[src/rtl/pipe_pkg.sv]
// Shared pipeline definitions for the ID/EX stage.
// Opcodes, ALU controls, FSM state type and the ID/EX register bundle.
package pipe_pkg;

  localparam logic [5:0] OP_RTYPE = 6'd0;
  localparam logic [5:0] OP_LW    = 6'd1;
  localparam logic [5:0] OP_SW    = 6'd2;
  localparam logic [5:0] OP_BEQ   = 6'd3;
  localparam logic [5:0] OP_ADDI  = 6'd8;

  localparam logic [5:0] ALU_ADD = 6'd1;
  localparam logic [5:0] ALU_SUB = 6'd2;
  localparam logic [5:0] ALU_MUL = 6'd3;
  localparam logic [5:0] ALU_AND = 6'd4;

  typedef logic [0:0] fsm_t;
  localparam fsm_t ST_IDLE     = 1'b0;
  localparam fsm_t ST_MUL_WAIT = 1'b1;

  typedef struct packed {
    logic        valid;
    logic        regwrite;
    logic        memread;
    logic        memwrite;
    logic [4:0]  dest;
    logic [5:0]  opcode;
    logic [5:0]  aluc;
    logic [4:0]  shamt;
    logic [15:0] imm;
    logic [4:0]  rs;
    logic [4:0]  rt;
    logic [31:0] rsval;
    logic [31:0] rtval;
  } id_ex_t;

  function automatic logic is_mul(
    input logic [5:0] op,
    input logic [5:0] aluc
  );
    return (op == OP_RTYPE) && (aluc == ALU_MUL);
  endfunction

endpackage

[src/rtl/id_ex_stage_if.sv]
// Decode-to-EX bundle: decode fields in, EX controls and stall out.
interface id_ex_stage_if;

  logic        valid_in;
  logic [5:0]  opcode_in;
  logic [5:0]  ALU_control_in;
  logic [4:0]  shamt_in;
  logic [15:0] immediate_in;
  logic [4:0]  rs_in;
  logic [4:0]  rt_in;
  logic [4:0]  rd_in;
  logic [31:0] rsValue_in;
  logic [31:0] rtValue_in;

  logic [5:0]  opcode;
  logic [5:0]  ALU_control;
  logic [4:0]  shamt;
  logic [15:0] immediate;
  logic [31:0] rsValue;
  logic [31:0] rtValue;
  logic        ex_valid;
  logic        ex_RegWrite;
  logic        ex_MemRead;
  logic        ex_MemWrite;
  logic [4:0]  ex_dest;
  logic        ex_done;
  logic        stall;

  modport master (
    output valid_in, opcode_in, ALU_control_in, shamt_in,
    output immediate_in, rs_in, rt_in, rd_in,
    output rsValue_in, rtValue_in,
    input  opcode, ALU_control, shamt, immediate,
    input  rsValue, rtValue, ex_valid, ex_RegWrite,
    input  ex_MemRead, ex_MemWrite, ex_dest, ex_done, stall
  );

  modport slave (
    input  valid_in, opcode_in, ALU_control_in, shamt_in,
    input  immediate_in, rs_in, rt_in, rd_in,
    input  rsValue_in, rtValue_in,
    output opcode, ALU_control, shamt, immediate,
    output rsValue, rtValue, ex_valid, ex_RegWrite,
    output ex_MemRead, ex_MemWrite, ex_dest, ex_done, stall
  );

endinterface

[src/rtl/fwd_mux.sv]
// Operand forwarding select: EX/MEM beats MEM/WB, register 0 never forwards.
module fwd_mux (
  input  logic [4:0]  src_i,
  input  logic [31:0] val_i,
  input  logic        exmem_we_i,
  input  logic [4:0]  exmem_dest_i,
  input  logic [31:0] exmem_res_i,
  input  logic        memwb_we_i,
  input  logic [4:0]  memwb_dest_i,
  input  logic [31:0] memwb_res_i,
  output logic [31:0] val_o
);

  always_comb begin
    val_o = val_i;
    if (src_i != 5'd0) begin
      if (exmem_we_i && exmem_dest_i == src_i)
        val_o = exmem_res_i;
      else if (memwb_we_i && memwb_dest_i == src_i)
        val_o = memwb_res_i;
    end
  end

endmodule

[src/rtl/id_ex_stage.sv]
// ID/EX pipeline register with load-use and multi-cycle multiply stalls,
// branch flush and operand forwarding.
module id_ex_stage
  import pipe_pkg::*;
#(
  parameter int MUL_LAT = 2
) (
  input  logic          clk,
  input  logic          rst_n,
  id_ex_stage_if.slave  dif,
  input  logic          exmem_RegWrite,
  input  logic [4:0]    exmem_dest,
  input  logic [31:0]   exmem_result,
  input  logic          memwb_RegWrite,
  input  logic [4:0]    memwb_dest,
  input  logic [31:0]   memwb_result,
  input  logic          branch_taken
);

  localparam bit MUL_HOLD = (MUL_LAT > 1);
  localparam logic [3:0] MUL_CNT = 4'(MUL_LAT - 1);

  id_ex_t     ex_q, ex_d, dec;
  fsm_t       state_q, state_d;
  logic [3:0] cnt_q, cnt_d;
  logic       wr, use_rt, load_use;
  logic       mul_wait, expiring, mul_start;

  always_comb begin
    dec       = '0;
    wr        = 1'b0;
    dec.valid = dif.valid_in;
    dec.opcode = dif.opcode_in;
    dec.aluc  = dif.ALU_control_in;
    dec.shamt = dif.shamt_in;
    dec.imm   = dif.immediate_in;
    dec.rs    = dif.rs_in;
    dec.rt    = dif.rt_in;
    dec.rsval = dif.rsValue_in;
    dec.rtval = dif.rtValue_in;
    unique case (dif.opcode_in)
      OP_RTYPE: begin
        wr       = 1'b1;
        dec.dest = dif.rd_in;
      end
      OP_LW: begin
        wr          = 1'b1;
        dec.memread = 1'b1;
        dec.dest    = dif.rt_in;
      end
      OP_SW:   dec.memwrite = 1'b1;
      OP_ADDI: begin
        wr       = 1'b1;
        dec.dest = dif.rt_in;
      end
      default: ;
    endcase
    // Invalid slots and writes to r0 must not look like producers.
    dec.regwrite = wr & dif.valid_in & (dec.dest != 5'd0);
    dec.memread  = dec.memread & dif.valid_in;
    dec.memwrite = dec.memwrite & dif.valid_in;
  end

  assign use_rt = !(dif.opcode_in == OP_LW ||
                    dif.opcode_in == OP_ADDI);

  assign load_use = ex_q.valid & ex_q.memread & dif.valid_in &
                    (ex_q.dest != 5'd0) &
                    ((dif.rs_in == ex_q.dest) |
                     (use_rt & (dif.rt_in == ex_q.dest)));

  assign mul_wait  = (state_q == ST_MUL_WAIT);
  assign expiring  = (cnt_q == 4'd1);
  assign mul_start = MUL_HOLD & dec.valid &
                     is_mul(dec.opcode, dec.aluc);

  always_comb begin
    ex_d    = ex_q;
    state_d = state_q;
    cnt_d   = cnt_q;
    if (branch_taken) begin
      ex_d    = '0;
      state_d = ST_IDLE;
      cnt_d   = 4'd0;
    end else if (mul_wait && !expiring) begin
      cnt_d = cnt_q - 4'd1;
    end else if (load_use) begin
      ex_d    = '0;
      state_d = ST_IDLE;
      cnt_d   = 4'd0;
    end else begin
      ex_d    = dec;
      state_d = mul_start ? ST_MUL_WAIT : ST_IDLE;
      cnt_d   = mul_start ? MUL_CNT : 4'd0;
    end
  end

  always_ff @(posedge clk) begin
    if (!rst_n) begin
      ex_q    <= '0;
      state_q <= ST_IDLE;
      cnt_q   <= 4'd0;
    end else begin
      ex_q    <= ex_d;
      state_q <= state_d;
      cnt_q   <= cnt_d;
    end
  end

  fwd_mux u_fwd_rs (
    .src_i        (ex_q.rs),
    .val_i        (ex_q.rsval),
    .exmem_we_i   (exmem_RegWrite),
    .exmem_dest_i (exmem_dest),
    .exmem_res_i  (exmem_result),
    .memwb_we_i   (memwb_RegWrite),
    .memwb_dest_i (memwb_dest),
    .memwb_res_i  (memwb_result),
    .val_o        (dif.rsValue)
  );

  fwd_mux u_fwd_rt (
    .src_i        (ex_q.rt),
    .val_i        (ex_q.rtval),
    .exmem_we_i   (exmem_RegWrite),
    .exmem_dest_i (exmem_dest),
    .exmem_res_i  (exmem_result),
    .memwb_we_i   (memwb_RegWrite),
    .memwb_dest_i (memwb_dest),
    .memwb_res_i  (memwb_result),
    .val_o        (dif.rtValue)
  );

  assign dif.opcode      = ex_q.opcode;
  assign dif.ALU_control = ex_q.aluc;
  assign dif.shamt       = ex_q.shamt;
  assign dif.immediate   = ex_q.imm;
  assign dif.ex_valid    = ex_q.valid;
  assign dif.ex_RegWrite = ex_q.regwrite;
  assign dif.ex_MemRead  = ex_q.memread;
  assign dif.ex_MemWrite = ex_q.memwrite;
  assign dif.ex_dest     = ex_q.dest;
  assign dif.stall       = mul_wait | load_use;
  assign dif.ex_done     = ex_q.valid & (!mul_wait | expiring);

endmodule

[src/flat_wrapper.sv]
// flat-port wrapper written by rule: the top's interface ports become plain ports
module id_ex_stage_flat import pipe_pkg::*;
#(
  parameter int MUL_LAT = 2
)
  (clk, rst_n, exmem_RegWrite, exmem_dest, exmem_result, memwb_RegWrite, memwb_dest, memwb_result, branch_taken, dif_valid_in, dif_opcode_in, dif_ALU_control_in, dif_shamt_in, dif_immediate_in, dif_rs_in, dif_rt_in, dif_rd_in, dif_rsValue_in, dif_rtValue_in, dif_opcode, dif_ALU_control, dif_shamt, dif_immediate, dif_rsValue, dif_rtValue, dif_ex_valid, dif_ex_RegWrite, dif_ex_MemRead, dif_ex_MemWrite, dif_ex_dest, dif_ex_done, dif_stall);
  id_ex_stage_if dif_i ();
  input  logic clk;
  input  logic rst_n;
  input  logic exmem_RegWrite;
  input  logic [4:0] exmem_dest;
  input  logic [31:0] exmem_result;
  input  logic memwb_RegWrite;
  input  logic [4:0] memwb_dest;
  input  logic [31:0] memwb_result;
  input  logic branch_taken;
  input wire logic [$bits(dif_i.valid_in)-1:0] dif_valid_in;
  input wire logic [$bits(dif_i.opcode_in)-1:0] dif_opcode_in;
  input wire logic [$bits(dif_i.ALU_control_in)-1:0] dif_ALU_control_in;
  input wire logic [$bits(dif_i.shamt_in)-1:0] dif_shamt_in;
  input wire logic [$bits(dif_i.immediate_in)-1:0] dif_immediate_in;
  input wire logic [$bits(dif_i.rs_in)-1:0] dif_rs_in;
  input wire logic [$bits(dif_i.rt_in)-1:0] dif_rt_in;
  input wire logic [$bits(dif_i.rd_in)-1:0] dif_rd_in;
  input wire logic [$bits(dif_i.rsValue_in)-1:0] dif_rsValue_in;
  input wire logic [$bits(dif_i.rtValue_in)-1:0] dif_rtValue_in;
  output wire logic [$bits(dif_i.opcode)-1:0] dif_opcode;
  output wire logic [$bits(dif_i.ALU_control)-1:0] dif_ALU_control;
  output wire logic [$bits(dif_i.shamt)-1:0] dif_shamt;
  output wire logic [$bits(dif_i.immediate)-1:0] dif_immediate;
  output wire logic [$bits(dif_i.rsValue)-1:0] dif_rsValue;
  output wire logic [$bits(dif_i.rtValue)-1:0] dif_rtValue;
  output wire logic [$bits(dif_i.ex_valid)-1:0] dif_ex_valid;
  output wire logic [$bits(dif_i.ex_RegWrite)-1:0] dif_ex_RegWrite;
  output wire logic [$bits(dif_i.ex_MemRead)-1:0] dif_ex_MemRead;
  output wire logic [$bits(dif_i.ex_MemWrite)-1:0] dif_ex_MemWrite;
  output wire logic [$bits(dif_i.ex_dest)-1:0] dif_ex_dest;
  output wire logic [$bits(dif_i.ex_done)-1:0] dif_ex_done;
  output wire logic [$bits(dif_i.stall)-1:0] dif_stall;
  assign dif_i.valid_in = dif_valid_in;
  assign dif_i.opcode_in = dif_opcode_in;
  assign dif_i.ALU_control_in = dif_ALU_control_in;
  assign dif_i.shamt_in = dif_shamt_in;
  assign dif_i.immediate_in = dif_immediate_in;
  assign dif_i.rs_in = dif_rs_in;
  assign dif_i.rt_in = dif_rt_in;
  assign dif_i.rd_in = dif_rd_in;
  assign dif_i.rsValue_in = dif_rsValue_in;
  assign dif_i.rtValue_in = dif_rtValue_in;
  assign dif_opcode = dif_i.opcode;
  assign dif_ALU_control = dif_i.ALU_control;
  assign dif_shamt = dif_i.shamt;
  assign dif_immediate = dif_i.immediate;
  assign dif_rsValue = dif_i.rsValue;
  assign dif_rtValue = dif_i.rtValue;
  assign dif_ex_valid = dif_i.ex_valid;
  assign dif_ex_RegWrite = dif_i.ex_RegWrite;
  assign dif_ex_MemRead = dif_i.ex_MemRead;
  assign dif_ex_MemWrite = dif_i.ex_MemWrite;
  assign dif_ex_dest = dif_i.ex_dest;
  assign dif_ex_done = dif_i.ex_done;
  assign dif_stall = dif_i.stall;
  id_ex_stage #(.MUL_LAT(MUL_LAT)) u_core (.clk(clk), .rst_n(rst_n), .dif(dif_i), .exmem_RegWrite(exmem_RegWrite), .exmem_dest(exmem_dest), .exmem_result(exmem_result), .memwb_RegWrite(memwb_RegWrite), .memwb_dest(memwb_dest), .memwb_result(memwb_result), .branch_taken(branch_taken));
endmodule
[config.mk]
export PLATFORM = sky130hd
export DESIGN_NAME = id_ex_stage_flat
export DESIGN_NICKNAME = d
export VERILOG_FILES = /design/src/rtl/pipe_pkg.sv /design/src/rtl/id_ex_stage_if.sv /design/src/rtl/fwd_mux.sv /design/src/rtl/id_ex_stage.sv /design/src/flat_wrapper.sv
export SDC_FILE = /design/constraint.sdc
export NUM_CORES = 1
export LEC_CHECK = 0
export ABC_AREA = 1
export BUFFER_PORTS_ARGS = -buffer_cell sky130_fd_sc_hd__buf_2
export CAP_MARGIN = 0
export CORE_ASPECT_RATIO = 0.75
export CORE_MARGIN = 1.5
export CORE_UTILIZATION = 38
export CTS_BUF_LIST = sky130_fd_sc_hd__clkbuf_8
export CTS_CLUSTER_DIAMETER = 40
export DETAILED_ROUTE_END_ITERATION = 8
export PLACE_DENSITY = 0.66
export SLEW_MARGIN = 20
export SYNTH_ARGS = -nofsm -noshare
export SYNTH_HDL_FRONTEND = slang
export SYNTH_SLANG_ARGS = --single-unit
[constraint.sdc]
create_clock -name clk -period 2.45 [get_ports clk]
set_clock_uncertainty 0.2 [all_clocks]
set_input_delay 0.49 -clock clk [delete_from_list [all_inputs] [get_ports clk]]
set_output_delay 0.49 -clock clk [all_outputs]
set_load 0.02 [all_outputs]
==> impl_summary.log <==
INFO  metric final_layout_size_suffix_gt1_share = about 39%
INFO  metric routedWlPerCell = 16.1 microns
INFO  metric totalPowerFinal = 0.00507 W
INFO  metric sw_frac_of_total = between 30% and 40%
INFO  metric status = finished, violations left
INFO  metric drt_wl_total = 27400 microns
INFO  metric initial_core_util = between 30% and 40%
INFO  metric placement.io_buffers = ~300
INFO  metric drt-vias-per-instance = between 4 and 5
INFO  metric postRouteAntennaNets = 0
INFO  metric dpl_cell_area = 8740 sq um
INFO  metric area.growth.synth_to_final = 47.5%
INFO  metric detailedRoute.firstPassIterationCount = 6
INFO  metric placed_cells_incl_taps = 1632
INFO  metric violations = setup timing
INFO  metric final_common_cell = sky130_fd_sc_hd__nor2_1
INFO  metric p_leak = between 5 and 6 nW
INFO  metric seq_area_frac_synth = 34.0%
INFO  metric holdCritPathClass = input pin to register
INFO  metric count_of_standard_cell_rows = 43
INFO  metric routed-via-count = 8458
INFO  metric pin_count = 300
INFO  metric final_max_slew_viol_count = 0
INFO  metric max_clock_freq = 0.351 GHz
INFO  metric clock_tree.htree_level_count = 4
INFO  metric power.share.combinational = between 20% and 30%
INFO  metric criticalPathCategory = register to output pin
INFO  metric reg2reg_slack = 0.55 ns
INFO  metric worst_ep_arrival_time = around 2.2 ns
INFO  metric gp_congestion = 0.927
INFO  metric stdcell_count = 1698
INFO  metric dpl_hpwl = 17800 microns
INFO  metric worst_setup_path_end_kind = output pin
INFO  metric vdd_drop_max = 392 uV
INFO  metric synth.lib_cells_used.distinct = 33
INFO  metric grt_setup_unrepaired = yes
INFO  metric clkTransAtPathRegs = 0.08 ns
INFO  metric cts-hold-fix-buffers = 0
INFO  metric power_density = a little under 500 nW/um^2
INFO  metric grt_start_max_net_pins = 69
INFO  metric power.share.clock = 38.2%
INFO  metric layout_min_cycle_time = 2.85 ns
INFO  metric die_width = 161 microns
INFO  metric max-clock-path-buffers = 2
INFO  metric timing.final.setup_violations = 64
INFO  metric crit_required = 1.76 ns
INFO  metric final_hold_slack = roughly 0.063 ns
INFO  metric totalNegativeSetupSlack = -22.60 ns
INFO  metric maxSlewHeadroom = 69.8%
INFO  metric cts.sinks = 121
INFO  metric maxCapViolCount = 0
INFO  metric internal_power = roughly 0.0035 W
INFO  metric clk_root_buffer_cell = sky130_fd_sc_hd__clkbuf_8
INFO  metric globalRouteTotalUtil = roughly 27%
INFO  metric first_global_vias = 7801
INFO  metric synth.cell_area = 7130 sq um
INFO  metric fin_nets = 1631
INFO  metric finalInstanceArea = 10500 sq um
INFO  metric post-route-period-util = 116%
INFO  metric finalWorstSetupSlack = -0.402 ns
INFO  metric synth_fp_nets = 1342
INFO  metric avgSynthCellArea = 6.21 sq um
INFO  metric cts-buffers-inserted = 17
INFO  metric tritoncts = built
INFO  metric die_height = 122 microns
INFO  metric top_library_cells_by_usage_in_the_layout_fill_and_taps_aside = sky130_fd_sc_hd__nor2_1 (266), sky130_fd_sc_hd__buf_2 (239), sky130_fd_sc_hd__nand2_1 (229)
INFO  metric die_area = 19600 sq um
INFO  metric ys.warnings.count = 0
INFO  metric clkLatencyLatePin = 0.43 ns
INFO  metric power_switching = around 0.0015 W
INFO  metric drt-initial-drc-count = 793
INFO  metric grt-ovfl-total = 0
INFO  metric power.share.sequential = 41.2%
INFO  metric worst-slew-pin-transition = 0.452 ns
INFO  metric path_max_fanout = 6
INFO  metric grt_antenna_before_repair = 2
INFO  metric drc_errors = 0
INFO  metric placeableCoreArea = 18500 sq um
INFO  metric timing.critical_path.from_type = register
INFO  metric hold_viol_final = 0
INFO  metric syn-instance-count = 1148
INFO  metric synth.ff_latch_count = 121
INFO  metric grt_pass1_wl = approximately 41000 microns
==> power groups by stage <==
stage	clock network, W	logic (W)	registers, W
5_1_grt	0.00208	0.00112	0.00210
3_5_place_dp	0	0.000842	0.00212
6_report	0.00194	0.00104	0.00209
3_3_place_gp	0	0.000840	0.00212
4_1_cts	0.00198	0.000948	0.00208
2_1_floorplan	0	0.000465	0.00211
==> worst max-delay path: stages, from the launching register on <==
cell                      delay [ns]
sky130_fd_sc_hd__dfxtp_2        0.38
sky130_fd_sc_hd__inv_4          0.06
sky130_fd_sc_hd__nand2_2        0.06
sky130_fd_sc_hd__nand2_2        0.07
sky130_fd_sc_hd__nor3_4         0.23
sky130_fd_sc_hd__nand3_4        0.13
sky130_fd_sc_hd__a21oi_4        0.21
sky130_fd_sc_hd__buf_6          0.16
sky130_fd_sc_hd__buf_12         0.16
sky130_fd_sc_hd__nor2_4         0.05
sky130_fd_sc_hd__nor2_4         0.12
sky130_fd_sc_hd__buf_6          0.12
==> area by class of cell <==
type / count / area (sq um)
Inverter: 82 / 348
Clock inverter: 14 / 173
Multi-Input combinational cell: 841 / 4240
Fill cell: 1779 / 7950
Sequential cell: 121 / 2450
Timing Repair Buffer: 374 / 2740
Tap cell: 247 / 309
Antenna cell: 1 / 2.50
Clock buffer: 18 / 248
==> synthesized netlist by cell type (all sizes together) <==
master	instances	area [sq um]
a21boi	1	11.3
a31oi	1	21.3
or2	1	6.26
nand4	5	31.3
ha	2	25.0
a22oi	1	7.51
nand2	240	908
o21ai	94	470
nor2	341	1300
xor2	4	35.0
buf	84	616
xnor2	6	52.6
o22ai	6	37.5
nor3	6	50.1
inv	82	308
a21oi	7	46.3
nand3	124	691
nand3b	1	7.51
nor4	1	6.26
clkbuf	20	75.1
dfxtp	121	2420
==> layer usage <==
layer / vias up / part of all wire, % / track usage, %
li1: 4145 / - / -
met4: 2 / 1.6 / 8.74
met2: 422 / 45 / 41.8
met5: - / 0.047 / 0
met1: 3851 / 45 / 36.9
met3: 38 / 8.3 / 5.99
==> per-stage QoR <==
stage	utilization (%)	setup WS, ns
2_1_floorplan	-	0.132
3_5_place_dp	47.4	-0.275
6_report	56.9	-0.402
3_3_place_gp	47.4	-0.239
4_1_cts	54.1	-0.427
5_1_grt	56.9	-0.515
==> flip-flops by register name, indices dropped and copies added (netlist names) <==
name,cells
u_core.cnt_q,4
u_core.dif.ALU_control,6
u_core.dif.ex_MemRead,1
u_core.dif.ex_MemWrite,1
u_core.dif.ex_RegWrite,1
u_core.dif.ex_dest,5
u_core.dif.ex_valid,1
u_core.dif.immediate,16
u_core.dif.opcode,6
u_core.dif.shamt,5
u_core.ex_q,74
u_core.mul_wait,1
==> final timing paths <==
kind | start | to | cells past startpoint
setup / recovery | u_core.ex_q[64] | dif_rtValue[21] | 11
hold reg to reg | u_core.dif.ALU_control[1] | u_core.dif.ALU_control[1] | 2
setup reg to reg | u_core.cnt_q[1] | u_core.ex_q[64] | 7
hold / removal | dif_rsValue_in[13] | u_core.ex_q[45] | 3
==> timing repair <==
item                       4_1_cts  5_1_grt
pin swaps                       29       48
hold endpoints to repair         0        0
setup buffers                   18       11
gates cloned                     9        3
setup endpoints to repair       65       65
gates resized for setup        186      159
==> cells by family after synthesis <==
family / Yosys count / share of synthesized area [%]
simple gates: 719 / 42.1
buf+inv: 186 / 14.0
flops: 121 / 34.0
compound gates: 110 / 8.34
xor+xnor: 10 / 1.23
fa+ha+maj: 2 / 0.351
(Power assumes the default switching activity.)
